$ cat config.mk
export PLATFORM = sky130hd
export DESIGN_NAME = temppp_booth
export DESIGN_NICKNAME = d
export VERILOG_FILES = /design/src/rtl/temppp_pkg.sv /design/src/rtl/temppp_booth_recode.sv /design/src/rtl/temppp_booth.sv
export SDC_FILE = /design/constraint.sdc
export NUM_CORES = 1
export LEC_CHECK = 0
export BUFFER_PORTS_ARGS = -buffer_cell sky130_fd_sc_hd__clkbuf_2
export CELL_PAD_IN_SITES_DETAIL_PLACEMENT = 0
export CELL_PAD_IN_SITES_GLOBAL_PLACEMENT = 2
export CORE_MARGIN = 3
export CORE_UTILIZATION = 37
export DETAILED_ROUTE_END_ITERATION = 7
export GPL_ROUTABILITY_DRIVEN = 0
export HOLD_SLACK_MARGIN = 0.08
export MAX_ROUTING_LAYER = met4
export PLACE_DENSITY_LB_ADDON = 0.1
export SYNTH_ARGS = -nofsm -noshare
export SYNTH_HDL_FRONTEND = slang
export SYNTH_SLANG_ARGS = --single-unit
$ cat constraint.sdc
create_clock -name clk -period 3.5 [get_ports clk]
set_clock_uncertainty 0.15 [all_clocks]
set_input_delay 0.525 -clock clk [delete_from_list [all_inputs] [get_ports clk]]
set_output_delay 0.525 -clock clk [all_outputs]
set_load 0.005 [all_outputs]
$ cat src/rtl/temppp_pkg.sv
// Shared types and helpers for the temppp Booth multiplier: FSM states,
// Booth operation codes and the step-count rule for radix-2 / radix-4 operation.
package temppp_pkg;

    typedef enum logic [1:0] {
        IDLE,
        RUN,
        FINISH
    } state_t;

    typedef enum logic [2:0] {
        NOP,
        ADD1,
        SUB1,
        ADD2,
        SUB2
    } booth_op_t;

    function automatic int step_count(input int width, input bit radix4);
        return radix4 ? (width / 2) : width;
    endfunction

endpackage

$ cat src/rtl/temppp_booth_recode.sv
// Combinational Booth recoder: maps the {Q[1],Q[0],Q-1} window to an operation
// and produces the matching signed addend (0, +-M, +-2M) at accumulator width.
module temppp_booth_recode
    import temppp_pkg::*;
#(
    parameter int AW = 10
) (
    input  logic [2:0]    window,
    input  logic [AW-1:0] mcand,
    output logic [AW-1:0] addend
);

    booth_op_t            op;
    logic signed [AW-1:0] m_s;
    logic signed [AW-1:0] m2_s;

    assign m_s  = mcand;
    assign m2_s = m_s <<< 1;

    // A radix-2 caller feeds {Q[0],Q[0],Q-1}; the radix-4 table then collapses
    // to the radix-2 rule because the 011/100 windows cannot occur.
    always_comb begin
        op = NOP;
        case (window)
            3'b001, 3'b010: op = ADD1;
            3'b011:         op = ADD2;
            3'b100:         op = SUB2;
            3'b101, 3'b110: op = SUB1;
            default:        op = NOP;
        endcase
    end

    always_comb begin
        addend = '0;
        case (op)
            ADD1:    addend = m_s;
            SUB1:    addend = -m_s;
            ADD2:    addend = m2_s;
            SUB2:    addend = -m2_s;
            default: addend = '0;
        endcase
    end

endmodule

$ cat src/rtl/temppp_booth.sv
// Sequential signed Booth multiplier, one recoded step per clock.
// Define TEMPPP_BOOTH_RADIX4_EN for radix-4 recoding (WIDTH/2 steps instead of WIDTH).
module temppp_booth
    import temppp_pkg::*;
#(
    parameter int WIDTH = 8
) (
    input  logic                 clk,
    input  logic                 rst,
    input  logic                 start,
    input  logic [WIDTH-1:0]     multiplicand,
    input  logic [WIDTH-1:0]     multiplier,
    output logic                 busy,
    output logic                 done,
    output logic [2*WIDTH-1:0]   product
);

`ifdef TEMPPP_BOOTH_RADIX4_EN
    localparam bit RADIX4 = 1'b1;
`else
    localparam bit RADIX4 = 1'b0;
`endif
    localparam int AW    = WIDTH + 1 + int'(RADIX4);
    localparam int SH    = 1 + int'(RADIX4);
    localparam int STEPS = step_count(WIDTH, RADIX4);
    localparam int CW    = $clog2(STEPS + 1);

    if (WIDTH < 2) begin : g_chk_width
        $error("temppp_booth: WIDTH must be at least 2");
    end
    if (RADIX4 && (WIDTH % 2 != 0)) begin : g_chk_even
        $error("temppp_booth: radix-4 mode requires an even WIDTH");
    end

    state_t                      state, state_nxt;
    logic signed [AW-1:0]        acc;
    logic signed [AW-1:0]        mcand;
    logic [WIDTH-1:0]            qreg;
    logic                        q_m1;
    logic [CW-1:0]               count;
    logic [2:0]                  window;
    logic [AW-1:0]               addend;
    logic signed [AW-1:0]        sum;
    logic signed [AW+WIDTH:0]    full;
    logic signed [AW+WIDTH:0]    shifted;

    assign window  = RADIX4 ? {qreg[1], qreg[0], q_m1} : {qreg[0], qreg[0], q_m1};
    assign sum     = acc + $signed(addend);
    assign full    = {sum, qreg, q_m1};
    assign shifted = full >>> SH;
    assign busy    = (state == RUN);

    temppp_booth_recode #(
        .AW(AW)
    ) u_recode (
        .window (window),
        .mcand  (mcand),
        .addend (addend)
    );

    always_comb begin
        state_nxt = state;
        case (state)
            IDLE:    if (start) state_nxt = RUN;
            RUN:     if (count == CW'(1)) state_nxt = FINISH;
            FINISH:  state_nxt = IDLE;
            default: state_nxt = IDLE;
        endcase
    end

    always_ff @(posedge clk or posedge rst) begin
        if (rst) begin
            state   <= IDLE;
            acc     <= '0;
            mcand   <= '0;
            qreg    <= '0;
            q_m1    <= 1'b0;
            count   <= '0;
            done    <= 1'b0;
            product <= '0;
        end else begin
            state <= state_nxt;
            done  <= 1'b0;
            case (state)
                IDLE: begin
                    if (start) begin
                        mcand <= {{(AW-WIDTH){multiplicand[WIDTH-1]}}, multiplicand};
                        qreg  <= multiplier;
                        q_m1  <= 1'b0;
                        acc   <= '0;
                        count <= CW'(STEPS);
                    end
                end
                RUN: begin
                    acc   <= shifted[AW+WIDTH -: AW];
                    qreg  <= shifted[WIDTH:1];
                    q_m1  <= shifted[0];
                    count <= count - 1'b1;
                end
                FINISH: begin
                    // After the final shift {A,Q} holds the full product; the
                    // spare accumulator sign bits are redundant here.
                    product <= {acc[WIDTH-1:0], qreg};
                    done    <= 1'b1;
                end
                default: ;
            endcase
        end
    end

endmodule

Word-level counts from Yosys, hierarchy flattened
Index checks and enable logic that the tools add are counted.
W data, S select, Z words.
- flip-flop bits (word level): 49
- output and inout bits: 18
- bits of input ports: 19
- logic and storage cells: 48
- reductions and logical operators: 7
- multiplexer cells: 14
- add/sub/neg operators: 4
- equality and inequality tests: 15
- operators with widths (kind ; number):
    $pmux W9 S4 ; 1
    $pmux W9 S2 ; 1
    $pmux W8 S2 ; 1
    $eq A3 B2 Y1 const B ; 4
    $eq A3 B3 Y1 const B ; 4
    $pmux W3 S4 ; 1
    $add A9 B9 Y9 ; 1
    $mux W9 ; 1
    $neg A8 Y9 ; 1
    $neg A9 Y9 ; 1
    $mux W8 ; 1
    $pmux W4 S2 ; 1
    $eq A3 B1 Y1 const B ; 2
    $reduce_and A2 Y1 ; 3
    $eq A4 B1 Y1 const B ; 1
    $mux W2 ; 2
    $mux W4 ; 1
    $pmux W2 S2 ; 1
    $reduce_or A2 Y1 ; 2
    $sub A4 B1 Y4 const B ; 1
    $eq A2 B1 Y1 const B ; 1
    $eq A2 B2 Y1 const B ; 1
    $logic_not A2 Y1 ; 1
    $mux W1 ; 2
    other kinds (4) ; 4

Longest topological paths before layout
- depth in word-level cells: 7
- depth in mapped cells: 13
- depth with buffers taken out: 13

By module
Synthesis repeated with hierarchy kept, for this count alone.
- cells, all modules: 283
- area total of the unflattened synthesis: 2855.2 um^2
- by module, submodules not included (module ; seq. area each (um^2) ; area an instance (um^2) ; cells each ; instances):
    temppp_booth ; 1201.2 ; 2342.2 ; 202 ; 1
    temppp_booth_recode ; 0.0 ; 513.0 ; 81 ; 1

Worst setup path after synthesis
No wires, ideal clock.
- kind: register to register
- from: reg q_m1
- to: reg acc[7]
- library setup time: 0.130 ns
- arrival time: 2.471 ns
- cell stages (with the launch flop): 14
- data required time: 3.220 ns
- period minus slack after synthesis: 2.750 ns
- slack: 0.750 ns
- buffers on the path: 1
- cells stage by stage: dfrtp_1 inv_1 ha_1 clkbuf_1 nor2_1 nor3_1 ha_1 inv_1 fa_1 or2b_2 a21oi_1 o41ai_2 xnor2_1 o21ai_1
- cells in the longest elaborated chain, start to end: 7
- ends and longest elaborated chain (what ; RTL line ; source):
    start: declaration ; temppp_booth.sv:39 ; logic q_m1;
    start signal: assignment ; temppp_booth.sv:97 ; q_m1 <= shifted[0];
    $eq A3 B3 Y1 (tied with other cells) ; temppp_booth_recode.sv:24 ; case (window)
    $reduce_or A2 Y1 ; temppp_booth_recode.sv:24 ;
    $pmux W3 S4 * ; temppp_booth_recode.sv:24 ;
    $eq A3 B3 Y1 (tied with other cells) ; temppp_booth_recode.sv:35 ; case (op)
    $pmux W9 S4 * ; temppp_booth_recode.sv:35 ;
    $add A9 B9 Y9 * ; temppp_booth.sv:48 ; assign sum = acc + $signed(addend);
    $pmux W9 S2 * ; temppp_booth.sv:84 ; case (state)
    end signal: assignment ; temppp_booth.sv:95 ; acc <= shifted[AW+WIDTH -: AW];
    end: declaration ; temppp_booth.sv:36 ; logic signed [AW-1:0] acc;
Mark *: on every way between the ends. The rest lies on a longest branch, timed or not.
A chain may end at the register's enable or synchronous reset.

Final worst setup path
- from: reg mcand[0]
- to: reg acc[7]
- cells in the longest elaborated chain, start to end: 4
- ends and longest elaborated chain (what ; RTL line ; source):
    start: declaration ; temppp_booth.sv:37 ; logic signed [AW-1:0] mcand;
    start signal: assignment ; temppp_booth.sv:87 ; mcand <= {{(AW-WIDTH){multiplicand[WIDTH-1]}}, multiplicand};
    $neg A9 Y9 / $neg A8 Y9 (equally long branches) ; temppp_booth_recode.sv:39, temppp_booth_recode.sv:37 ;
    $pmux W9 S4 * ; temppp_booth_recode.sv:35 ;
    $add A9 B9 Y9 * ; temppp_booth.sv:48 ;
    $pmux W9 S2 * ; temppp_booth.sv:84 ;
Marks and branches as above.

==> qor.yml <==
critical_path:
  cp_cell_sequence: "inv_1, ha_1, or3b_1, a21oi_1, a21oi_1, a31oi_1, nor2_1, ha_1, o211ai_1, a21oi_1, o41ai_2, xnor2_1, o21ai_1"
  critPathKind: "reg2reg"
  path_max_fanout: 6
  reg2reg_depth: 13
  start_kind: "register"
  slowest_stage: "dfrtp_1"
  crit_top_cell: "a21oi_1"
  worst_ep_arrival_time_ns: 3.11
  worstPathRequired_ns: 3.53
  critPathMaxStageDelay_ns: 0.43
  endpoint_kind: "register"
  r2r_setup_slack_ns: 0.43
detailed_routing:
  remaining_drc_errors: 0
  wl_per_cell_um: 14.79
  ant_nets: 0
  vias: 2021
  drt_iter0_markers: 92
  totalWireLength_um: 5811
  first_pass_iters: 4
  viasPerCell: 5.142
clock_tree:
  cts_setup_buffers: 0
  cts_root_buf: "clkbuf_8"
  ctsResizeCount: 0
  cts_made_buffers: 5
  postCtsHoldBufs: 0
  cts.clk_slew.worst_paths_ns: 0.09
  htree_levels: 2
  clkLatencyLatePin_ns: 0.30
  cts_tree: "built"
  cts_buffer_depth: 2
  clkSinkCount: 48
global_routing:
  track_usage_pct: 15.03
  antenna_found_initial: 0
  grt_pass1_wl_um: 9853
  grt_start_max_net_pins: 36
  grt_pass1_vias: 1951
  grt-ovfl-total: 0
floorplan:
  rows: 30
  initial_core_util_pct: 38.79
  dieArea_mm2: 0.008297
  coreArea_mm2: 0.006907
  die_y_um: 91.09
  die_w_um: 91.09
  boundaryPins: 37
synth:
  syn_area_mm2: 0.002679
  synth_edf_count: 0
  synth.distinct_cells: 51
  synth_commonest_cells: "dfrtp_1 (48), nand2_1 (28), o21ai_0 (21)"
  synthCells: 262
  synth_nets: 296
  synth_fa_ha_area_share_pct: 7.286
  synth_xor_area_share_pct: 1.962
  ys.flop_type: "dfrtp_1"
  synth_top_family_by_area: "compound AO/OA/AOI/OAI gates"
  async_reset_ff_share_pct: 100.0
  yosysWarnings: 0
  synth-simple-area-share_pct: 16.02
  ys_seq_area_share_pct: 44.84
  syn_area_per_cell_um2: 10.22
  synthMuxAreaShare_pct: 9.155
  yosys.area.top_type_share_pct: 44.84
  synth_seq_cells: 48
  synth.largest_area_cell: "dfrtp_1"
  synth_area_leaders: "dfrtp_1 (45%), mux2_2 (8.4%), ha_1 (6.5%)"
  synth_compound_area_share_pct: 17.00
  yosysMostFrequentCell: "dfrtp_1"
run:
  max-cap-violations: 0
sta:
  post-route-period-util_pct: 87.84
  worst_slew_pin_slew_ns: 0.7701
  hold-worst-slack_ns: 0.1863
  fin_crit_ns: 3.074
  slew_viol_final: 0
  finalSetupTns_ns: 0
  grt_setup_unrepaired: "no"
  maxSlewHeadroom_pct: 48.58
  setup_violations: 0
  finalHoldViolations: 0
  fmax_ghz: 0.3253
final_layout:
  nFillCells: 718
  diodes: 0
  final_nets: 332
  layout-drive-gt1-share_pct: 25.93
  register_area_mm2: 0.001201
  multi_input_area_mm2: 0.001378
  syn2layout_area_growth_pct: 14.39
placed_design:
  portBuffers: 36
  dp_hpwl_um: 4217
status:
  outcome: "completed"
power_and_ir_drop:
  powerDensity_mw_per_mm2: 879.2
  p_leak_nw: 1.478
  ir_drop_mv: 0.4219
min_path:
  hp-class: "in2async"
## critical path, delay by kind of cell (launching register included)
family	cells	cell delay, ns
DFF	1	0.43
xor gates and xnor gates	1	0.16
buffers and inverters	1	0.12
AOI/OAI and AO/OA	7	0.96
and+or+nand+nor	2	0.47
adders and majority gates	2	0.66
## placed cells by master, fill, tap and decap left out, drive strengths merged, types with 2 or more instances in the layout
| cell type | count |
|---|---|
| clkbuf | 41 |
| o21bai | 2 |
| o21ai | 22 |
| mux2i | 2 |
| a21oi | 19 |
| nor2b | 2 |
| xnor2 | 3 |
| inv | 12 |
| nand2 | 28 |
| nor2 | 11 |
| a21o | 7 |
| o41ai | 2 |
| nor3b | 4 |
| nand2b | 8 |
| xor2 | 3 |
| nor3 | 6 |
| mux2 | 20 |
| nand3 | 5 |
| dfrtp | 48 |
| and3b | 7 |
| a31oi | 4 |
| ha | 14 |
| buf | 5 |
## power breakdown
| part | total [mW] | internal, mW | switching, mW |
|---|---|---|---|
| clock | 0.387 | 0.205 | 0.181 |
| sequential | 1.05 | 0.801 | 0.251 |
| combinational | 1.26 | 0.604 | 0.652 |
| total | 2.69 | 1.61 | 1.08 |
## metrics by stage
step / power [mW] / utilization (%) / instances / area, um2 / setup WS, ns
after floorplan: 1.951 / - / 262 / 2679 / 0.7496
after global placement: 2.328 / 42.93 / 387 / 2965 / 0.5335
after detailed placement: 2.330 / 42.93 / 387 / 2965 / 0.4943
after CTS: 2.727 / 44.37 / 393 / 3064 / 0.4452
after global routing: 2.946 / 44.37 / 393 / 3064 / 0.2077
final: 2.694 / 44.37 / 393 / 3064 / 0.4256
## flip-flops by register name (all words and copies together), names as in the netlist
signal	flops
q_m1	1
product	16
mcand	8
done	1
acc	8
count	4
qreg	8
state	2
## layer usage
layer,vias up,global-route usage (%),wire length [um]
li1,999,-,-
met1,992,21.03,3052
met2,26,22.56,2591
met3,4,2.568,139
met4,0,4.146,28
met5,-,-,0
## worst paths after layout
| path | start | endpoint |
|---|---|---|
| max in group asynchronous | rst | product[6] |
| hold / removal | rst | done |
| hold reg to reg | product[9] | product[9] |
| min in group clk | multiplicand[1] | mcand[1] |
| setup / recovery | mcand[0] | acc[7] |
| setup reg to reg | mcand[0] | acc[7] |
## area by class of cell
| type | count | area share, % |
|---|---|---|
| clock inverter | 1 | 0.9800 |
| sequential | 48 | 39.20 |
| clock buffer | 5 | 2.246 |
| inverter | 13 | 1.592 |
| timing repair buffer | 41 | 7.105 |
| tap | 96 | 3.920 |
| multi-input combinational | 189 | 44.96 |
## cell families after synthesis
group,Yosys count
multiplexers,22
AO/OA/AOI/OAI,68
adder cells (fa/ha/maj),15
buffers and inverters,25
XOR/XNOR,6
AND/OR/NAND/NOR,78
flip-flops,48
No activity file was read; power rests on OpenSTA's default activity.
